[src/rtl/uart_pkg.sv]
// Shared types for the UART transmit path: arbiter FSM states and byte type,
// also used by the uart_top sequencers.
package uart_pkg;

  typedef logic [7:0] byte_t;

  typedef enum logic [2:0] {
    ST_IDLE,
    ST_FETCH,
    ST_SEND,
    ST_WAIT_HI,
    ST_WAIT_LO,
    ST_GAP
  } arb_state_t;

  // Bits needed to hold 0..max_val, never less than one.
  function automatic int unsigned cnt_width(input int unsigned max_val);
    return (max_val == 0) ? 1 : $clog2(max_val + 1);
  endfunction

endpackage

[src/rtl/uart_tx_arbiter_rr.sv]
// Combinational round-robin picker: first asserted request at or after ptr,
// wrapping, as a one-hot grant plus its binary index.
module rr_arbiter #(
  parameter int unsigned N = 4
) (
  input  logic [N-1:0]         req,
  input  logic [$clog2(N)-1:0] ptr,
  output logic [N-1:0]         gnt,
  output logic [$clog2(N)-1:0] idx,
  output logic                 any
);

  localparam int unsigned IW = $clog2(N);

  logic [IW-1:0] cand;

  always_comb begin
    gnt  = '0;
    idx  = '0;
    any  = 1'b0;
    cand = '0;
    for (int unsigned i = 0; i < N; i++) begin
      cand = IW'((32'(ptr) + i) % N);
      if (!any && req[cand]) begin
        any       = 1'b1;
        gnt[cand] = 1'b1;
        idx       = cand;
      end
    end
  end

endmodule

[src/rtl/uart_tx_arbiter.sv]
// Shares one uart_tx between NUM_REQ frame sources: round-robin per frame,
// pulls bytes over valid/ready and paces them into uart_tx via send_en/busy.
module uart_tx_arbiter
  import uart_pkg::*;
#(
  parameter int unsigned NUM_REQ = 4,
  parameter int unsigned BUSY_TO = 64,
  parameter int unsigned GAP_CYC = 0
) (
  input  logic                    clk,
  input  logic                    rst_n,
  input  logic [NUM_REQ-1:0]      req,
  input  logic [NUM_REQ-1:0][7:0] src_data,
  input  logic [NUM_REQ-1:0]      src_valid,
  input  logic [NUM_REQ-1:0]      src_last,
  output logic [NUM_REQ-1:0]      src_ready,
  output logic [NUM_REQ-1:0]      grant,
  output logic                    tx_en,
  output logic [7:0]              tx_data,
  input  logic                    tx_busy,
  output logic                    frame_done,
  output logic                    tx_err
);

  localparam int unsigned   IW       = $clog2(NUM_REQ);
  localparam int unsigned   TW       = cnt_width(BUSY_TO);
  localparam int unsigned   GW       = cnt_width(GAP_CYC);
  localparam logic [TW-1:0] TO_LAST  = TW'(BUSY_TO - 1);
  localparam logic [GW-1:0] GAP_LAST = GW'((GAP_CYC > 0) ? GAP_CYC - 1 : 0);

  arb_state_t        state_q, state_d;
  logic [NUM_REQ-1:0] grant_q, grant_d;
  logic [IW-1:0]     idx_q, idx_d;
  logic [IW-1:0]     ptr_q, ptr_d;
  logic              tx_en_q, tx_en_d;
  byte_t             tx_data_q, tx_data_d;
  logic              last_q, last_d;
  logic              frame_done_q, frame_done_d;
  logic              tx_err_q, tx_err_d;
  logic [TW-1:0]     to_cnt_q, to_cnt_d;
  logic [GW-1:0]     gap_cnt_q, gap_cnt_d;

  logic [NUM_REQ-1:0] arb_gnt;
  logic [IW-1:0]      arb_idx;
  logic               arb_any;

  logic          sel_valid;
  logic          sel_last;
  logic          sel_req;
  byte_t         sel_data;
  logic [IW-1:0] next_ptr;

  rr_arbiter #(
    .N (NUM_REQ)
  ) u_rr (
    .req (req),
    .ptr (ptr_q),
    .gnt (arb_gnt),
    .idx (arb_idx),
    .any (arb_any)
  );

  assign sel_valid = src_valid[idx_q];
  assign sel_last  = src_last[idx_q];
  assign sel_req   = req[idx_q];
  assign sel_data  = src_data[idx_q];
  assign next_ptr  = IW'((32'(idx_q) + 32'd1) % NUM_REQ);

  always_comb begin
    src_ready = '0;
    if (state_q == ST_FETCH) src_ready[idx_q] = src_valid[idx_q];
  end

  // tx_en is raised straight out of FETCH when the line is free, so SEND
  // only retires the pulse (or waits for a leftover busy to clear).
  always_comb begin
    state_d      = state_q;
    grant_d      = grant_q;
    idx_d        = idx_q;
    ptr_d        = ptr_q;
    tx_en_d      = 1'b0;
    tx_data_d    = tx_data_q;
    last_d       = last_q;
    frame_done_d = 1'b0;
    tx_err_d     = tx_err_q;
    to_cnt_d     = to_cnt_q;
    gap_cnt_d    = gap_cnt_q;
    unique case (state_q)
      ST_IDLE: begin
        if (arb_any) begin
          grant_d = arb_gnt;
          idx_d   = arb_idx;
          state_d = ST_FETCH;
        end
      end
      ST_FETCH: begin
        if (sel_valid) begin
          tx_data_d = sel_data;
          last_d    = sel_last;
          tx_en_d   = !tx_busy;
          state_d   = ST_SEND;
        end else if (!sel_req) begin
          grant_d = '0;
          state_d = ST_IDLE;
        end
      end
      ST_SEND: begin
        if (tx_en_q) begin
          to_cnt_d = '0;
          state_d  = ST_WAIT_HI;
        end else if (!tx_busy) begin
          tx_en_d = 1'b1;
        end
      end
      ST_WAIT_HI: begin
        if (tx_busy) begin
          state_d = ST_WAIT_LO;
        end else if (to_cnt_q == TO_LAST) begin
          tx_err_d = 1'b1;
          state_d  = ST_WAIT_LO;
        end else if (to_cnt_q != '1) begin
          to_cnt_d = to_cnt_q + 1'b1;
        end
      end
      ST_WAIT_LO: begin
        if (!tx_busy) begin
          if (last_q) begin
            frame_done_d = 1'b1;
            ptr_d        = next_ptr;
            grant_d      = '0;
            gap_cnt_d    = '0;
            state_d      = (GAP_CYC > 0) ? ST_GAP : ST_IDLE;
          end else begin
            state_d = ST_FETCH;
          end
        end
      end
      ST_GAP: begin
        if (gap_cnt_q == GAP_LAST) begin
          state_d = ST_IDLE;
        end else if (gap_cnt_q != '1) begin
          gap_cnt_d = gap_cnt_q + 1'b1;
        end
      end
      default: state_d = ST_IDLE;
    endcase
  end

  always_ff @(posedge clk or negedge rst_n) begin
    if (!rst_n) begin
      state_q      <= ST_IDLE;
      grant_q      <= '0;
      idx_q        <= '0;
      ptr_q        <= '0;
      tx_en_q      <= 1'b0;
      tx_data_q    <= '0;
      last_q       <= 1'b0;
      frame_done_q <= 1'b0;
      tx_err_q     <= 1'b0;
      to_cnt_q     <= '0;
      gap_cnt_q    <= '0;
    end else begin
      state_q      <= state_d;
      grant_q      <= grant_d;
      idx_q        <= idx_d;
      ptr_q        <= ptr_d;
      tx_en_q      <= tx_en_d;
      tx_data_q    <= tx_data_d;
      last_q       <= last_d;
      frame_done_q <= frame_done_d;
      tx_err_q     <= tx_err_d;
      to_cnt_q     <= to_cnt_d;
      gap_cnt_q    <= gap_cnt_d;
    end
  end

  assign grant      = grant_q;
  assign tx_en      = tx_en_q;
  assign tx_data    = tx_data_q;
  assign frame_done = frame_done_q;
  assign tx_err     = tx_err_q;

endmodule

[config.mk]
export PLATFORM = sky130hd
export DESIGN_NAME = uart_tx_arbiter
export DESIGN_NICKNAME = d
export VERILOG_FILES = /design/src/rtl/uart_pkg.sv /design/src/rtl/uart_tx_arbiter_rr.sv /design/src/rtl/uart_tx_arbiter.sv
export SDC_FILE = /design/constraint.sdc
export NUM_CORES = 1
export LEC_CHECK = 0
export ABC_AREA = 1
export BUFFER_PORTS_ARGS = -buffer_cell sky130_fd_sc_hd__buf_2
export CAP_MARGIN = 25
export CORE_AREA = 2 2 71 73
export CTS_CLUSTER_SIZE = 28
export DETAILED_ROUTE_END_ITERATION = 6
export DIE_AREA = 0 0 73 75
export HOLD_SLACK_MARGIN = 0.1
export PLACE_DENSITY = 0.76
export REMOVE_ABC_BUFFERS = 1
export SLEW_MARGIN = 10
export SYNTH_ARGS = -nofsm -noshare
export SYNTH_HDL_FRONTEND = slang
export SYNTH_SLANG_ARGS = --single-unit
[constraint.sdc]
create_clock -name clk -period 5.47 [get_ports clk]
set_input_delay 1.094 -clock clk [delete_from_list [all_inputs] [get_ports clk]]
set_output_delay 1.094 -clock clk [all_outputs]
set_load 0.1 [all_outputs]
---- After elaboration in Yosys (flattened, before gate mapping) ----
Cells that the tools add are included.
cells by class
  eq/ne operators ......................... 19
  reduce and logical (&&, ||, !) cells .... 24
  bitwise logic cells ..................... 5
  shifts and indexed selects .............. 0
  add/subtract/negate cells ............... 5
  mux-type cells .......................... 71
  order comparisons ....................... 10
  div/mod/pow operators ................... 0
  multiply operators ...................... 0
operators by type and width
  kind                   number
  $mux W4                10
  $mux W7                4
  $mux W1                26
  $mux W3                8
  $ne A2 B2 Y1 const B   10
  $pmux W3 S6            1
  $bmux W8 S2            1
  $lt A2 B3 Y1 const B   5
  $bmux W1 S2            7
  $pmux W7 S2            1
  $or A4 B4 Y4           3
  $pmux W4 S3            1
  $reduce_and A6 Y1      2
  $demux W1 S2           5
  $ge A2 B1 Y1 const B   5
  $reduce_and A3 Y1      3
  $logic_and A1 B1 Y1    8
  $mux W2                4
  $mux W8                1
  $add A7 B1 Y7 const B  1
  $eq A7 B6 Y1 const B   1
  $ne A7 B7 Y1 const B   1
  $eq A3 B2 Y1 const B   2
  $eq A3 B3 Y1 const B   2
  13 further kinds       22
storage, ports and cells
  bits in read-only memories .............. 0
  flip-flop bits (word level) ............. 31
  memory bits (writable) .................. 0
  bits in latches ......................... 0
  memories kept ........................... 0

---- Depth between registers and ports, before layout ----
  word-level depth ........................ 14
  depth in mapped cells ................... 12

---- Modules after synthesis ----
Synthesis repeated with hierarchy kept, for this count alone.
second synthesis, totals
  cells, all modules ...................... 326
  area, all modules ....................... 2252.2 sq um
by module, submodules not included
  module           instances  cells an instance  area each (sq um)  seq. area each (sq um)
  uart_tx_arbiter  1          252                1811.7             750.7
  rr_arbiter       1          74                 440.4              0.0

---- Least setup slack after synthesis ----
OpenSTA, ideal clock, no wires.
  path type ............................... in2out
  start point ............................. input src_valid[1]
  end point ............................... output src_ready[0]
  required time ........................... 4376 ps
  arrival time ............................ 2849 ps
  slack ................................... 1527 ps
  buffers on the path ..................... 1
  cell stages on the path ................. 5
  cell sequence ........................... nand2_1 -> nand3_1 -> nand3_2 -> buf_6 -> nor2_1
between the ends
  word-level cells in the longest chain between the ends .. 4
RTL lines
  what                            RTL line               text
  from (decl)                     uart_tx_arbiter.sv:14  input logic [NUM_REQ-1:0] src_valid,
  $bmux W1 S2                     uart_tx_arbiter.sv:71  if (state_q == ST_FETCH) src_ready[idx_q] = src_valid[idx_q];
  $mux W1 (not written as such)   uart_tx_arbiter.sv:71
  $and A4 B4 Y4 (no source line)  n/a
  $mux W4                         uart_tx_arbiter.sv:71
  to (decl)                       uart_tx_arbiter.sv:16  output logic [NUM_REQ-1:0] src_ready,
Every way passes these cells. The select of a mux whose other input is x is not followed.

---- Worst setup path in the final report ----
  start point ............................. register idx_q[0]
  end point ............................... output src_ready[3]
between the ends
  word-level cells in the longest chain between the ends .. 6
  elaborated cells on any way between the ends .. 9
RTL lines
  what                                                                       RTL line                text
  from (decl)                                                                uart_tx_arbiter.sv:33   logic [IW-1:0] idx_q, idx_d;
  from (signal assigned)                                                     uart_tx_arbiter.sv:165  idx_q <= idx_d;
  $lt A2 B3 Y1 (not written as such) / $ge A2 B1 Y1 (equally long branches)  uart_tx_arbiter.sv:71
  $logic_and A1 B1 Y1 (not written as such)                                  uart_tx_arbiter.sv:71
  $mux W1 (not written as such)                                              uart_tx_arbiter.sv:71
  $demux W1 S2                                                               uart_tx_arbiter.sv:71
  $and A4 B4 Y4 (no source line) (*)                                         n/a
  $mux W4 (*)                                                                uart_tx_arbiter.sv:71
Every way passes the cells marked *; elsewhere a longest branch is shown, timed or not. The select of a mux whose other input is x is not followed.

==> metrics.md <==
| Metric | Value |
|---|---|
| PwrDens | 680.4 nW/um^2 |
| Synth area leaders | dfrtp_1 (33%), nand2_1 (10%), o21ai_0 (6.7%) |
| Post-synthesis mux area share | 0.04338 |
| CTS Buf Count | 5 |
| First-pass GRT wire length | 9.425 mm |
| Initial Utilization | 0.4950 |
| GPL Wtd Cong | 0.8604 |
| GRT Total Usage | 0.2210 |
| Crit path DAT | roughly 2.8 ns |
| Setup TNS | 0 ns |
| Startpoint Class | flop |
| Post-CTS setup buffer count | 0 |
| GRT overflow | 0 |
| Largest family of logic cells by synthesized area | simple AND/OR/NAND/NOR gates |
| Vias | between 2000 and 2500 |
| Port Buf Inserts | 65 |
| # resized after CTS | 0 |
| Clk_lat worst skew | ~0.28 ns |
| # IOs | 66 |
| Count of hold-fix buffers inserted at cts | 0 |
| Critical path class | reg2out |
| Synthesis warning total | 0 |
| Crit-path slowest cell | dfrtp_1 |
| ANT cells | 0 |
| Final nets | about 430 |
| Initial antenna violation count | 0 |
| Area share of and/or/nand/nor cells after synthesis | 0.3454 |
| Post-synth EDFFs | 0 |
| Initial drt markers | approximately 120 |
| Largest area contributor in the netlist | dfrtp_1 |
| Cell breakdown of the critical path | inv_1 -> nand2_1 -> nand3_1 -> nand3_2 -> nor2_1 -> buf_2 |
| Site row count | 25 |
| Drt via density | about 5.3 |
| Area grow syn2layout | 19.31% |
| DRC viols | 0 |
| CP endpoint kind | output pin |
| Req. time, crit path | 4.38 ns |
| CTS HTree Levels | 2 |
| Fraction of registers with async set/reset | 1.000 |
| Die area | 5475 um^2 |
| Max Fclk | roughly 0.26 GHz |
| Die Ht | 75 um |
| Root Driver | clkbuf_8 |
| Clk slew on worst S/H paths | ~0.07 ns |
| Final hold vios | 0 |
| Max_cap viols | 0 |
| Synth top cells by count | nand2_1 (63), nor2_1 (39), inv_1 (32) |
| CTS tree | done |
| First-pass iteration count of the detailed router | 4 |
| Mean post-synth cell area | roughly 7.4 um^2 |
| Synth Flop Type | dfrtp_1 |
| Normalized max-slew margin | 0.5208 |
| Status | completed |
| Final HPWL DP | just over 4 mm |
| Slowest stage delay, CP | around 0.65 ns |
| Core ar. | 4661 um^2 |
| RSZ-0062 raised after global routing | false |
| Area post-placement | ~2700 um^2 |
| Actual slew at the worst max-slew pin | 0.7187 ns |
| Compound-Gate Fraction of Synth Area | 0.1329 |
| Lkg Pwr | around 1.4 nW |
| Max-slew violation count | 0 |
| Routed Wire Length | around 5.4 mm |
| Distinct cell type count after synthesis | 33 |
| Post-Syn Area | between 2000 and 2500 um^2 |
| Post-synth top area share | 0.3254 |
| Flop and latch count out of synthesis | 30 |
| CTS sink count | 30 |
| Final setup fails | 0 |
| Tmin final | just under 4 ns |
| WL/cell | 12.52 um |
| CP delay by family, top | buffers and inverters |
| ANT nets after route | 0 |
| DIE WIDTH | between 70 and 80 um |
| Fin crit share | 0.7146 |
| Post-synthesis adder-cell area fraction | 0.06508 |
| Share of cells above drive strength 1 | 0.2819 |
| Synth Area in XOR/XNOR | 0.01139 |
| CTS max path bufs | 2 |
| Register area share after synthesis | 0.3254 |
| Clk_skew | approximately 0.0047 ns |
| Vias in the first global route | about 2200 |
| CP Max Fanout | 26 |
| Final instance area | approximately 2800 um^2 |
| Largest net degree at the start of global routing | 31 |
| Syn Inst Count | 311 |
| Most frequent cell after synthesis | nand2_1 |
| WP buf/inv | 2 |
| Min-Delay Path Class | reg2reg |
| Peak supply drop | 0.4810 mV |
[metrics by stage]
stage,power (mW),hold slack [ns],worst slack (ns),util,instances
2_1_floorplan,1.436,0.4976,1.522,-,303
3_3_place_gp,1.662,0.4541,1.988,0.5702,422
3_5_place_dp,1.683,0.4691,1.887,0.5702,422
4_1_cts,1.878,0.4897,1.586,0.5906,430
5_1_grt,2.036,0.5042,1.309,0.5906,430
6_report,1.873,0.4827,1.561,0.5906,430
[path summary, 6_finish.rpt]
| path | depth (start not counted) | slack [ns] | from | to |
|---|---|---|---|---|
| max reg2reg | 9 | 2.89 | idx_q[0] | grant[3] |
| min | 2 | 0.48 | grant[3] | grant[3] |
| min reg2reg | 2 | 0.48 | grant[3] | grant[3] |
| max | 6 | 1.56 | idx_q[0] | src_ready[3] |
| max in group asynchronous | 1 | 4.18 | rst_n | frame_done |
| min in group asynchronous | 1 | 0.84 | rst_n | tx_data[2] |
[sequential cells by signal (all words and copies together), names as in the netlist]
register / count
tx_data: 8
to_cnt_q: 7
grant: 4
state_q: 3
idx_q: 2
ptr_q: 2
frame_done: 1
last_q: 1
tx_en: 1
tx_err: 1
[worst min-delay path: stages (launching register included)]
cell,delay (ns)
dfrtp_1,0.34
nand2_1,0.05
nand2_1,0.06
[cell usage in the layout (no fill, tap or decap), drive strengths merged]
cell | synthesis | layout
a21boi | 5 | 5
a21oi | 9 | 9
a31o | 1 | 1
buf | 4 | 65
clkbuf | 4 | 6
clkinv | 0 | 1
clkinvlp | 0 | 1
dfrtp | 30 | 30
ha | 12 | 12
inv | 35 | 35
mux2 | 8 | 8
mux2i | 1 | 1
nand2 | 73 | 73
nand3 | 30 | 30
nand4 | 9 | 9
nor2 | 42 | 42
nor3 | 4 | 4
nor4 | 1 | 1
o21ai | 31 | 31
o22ai | 9 | 9
xor2 | 3 | 3
[power by group]
part / leakage, nW / internal [mW] / total [mW] / switching, mW
Sequential: 0.383 / 0.301 / 0.408 / 0.106
Combinational: 1.01 / 0.347 / 1.28 / 0.931
Clock: 0.0472 / 0.101 / 0.187 / 0.0863
[cell families (layout without fill, tap and decap cells)]
group,Yosys count,count (layout)
simple gates,159,159
compound gates,55,55
buf+inv,43,108
flops,30,30
fa+ha+maj,12,12
mux,9,9
xor+xnor,3,3
[final cells by class]
class                           count  area [um^2]
Tap cell                           54        67.56
Timing Repair Buffer               65        325.3
Inverter                           35        133.9
Multi-Input combinational cell    238         1380
Clock buffer                        6        82.58
Clock inverter                      2        12.51
Fill cell                         436         1908
Sequential cell                    30        750.7
[metal layers]
metal	track usage	share of wire	up-vias
met5	0	0	-
met4	0.07613	0.014	0
met3	0.04418	0.028	8
met2	0.3804	0.50	52
met1	0.2780	0.46	1074
li1	-	-	1157
No activity file was read; power rests on OpenSTA's default activity.
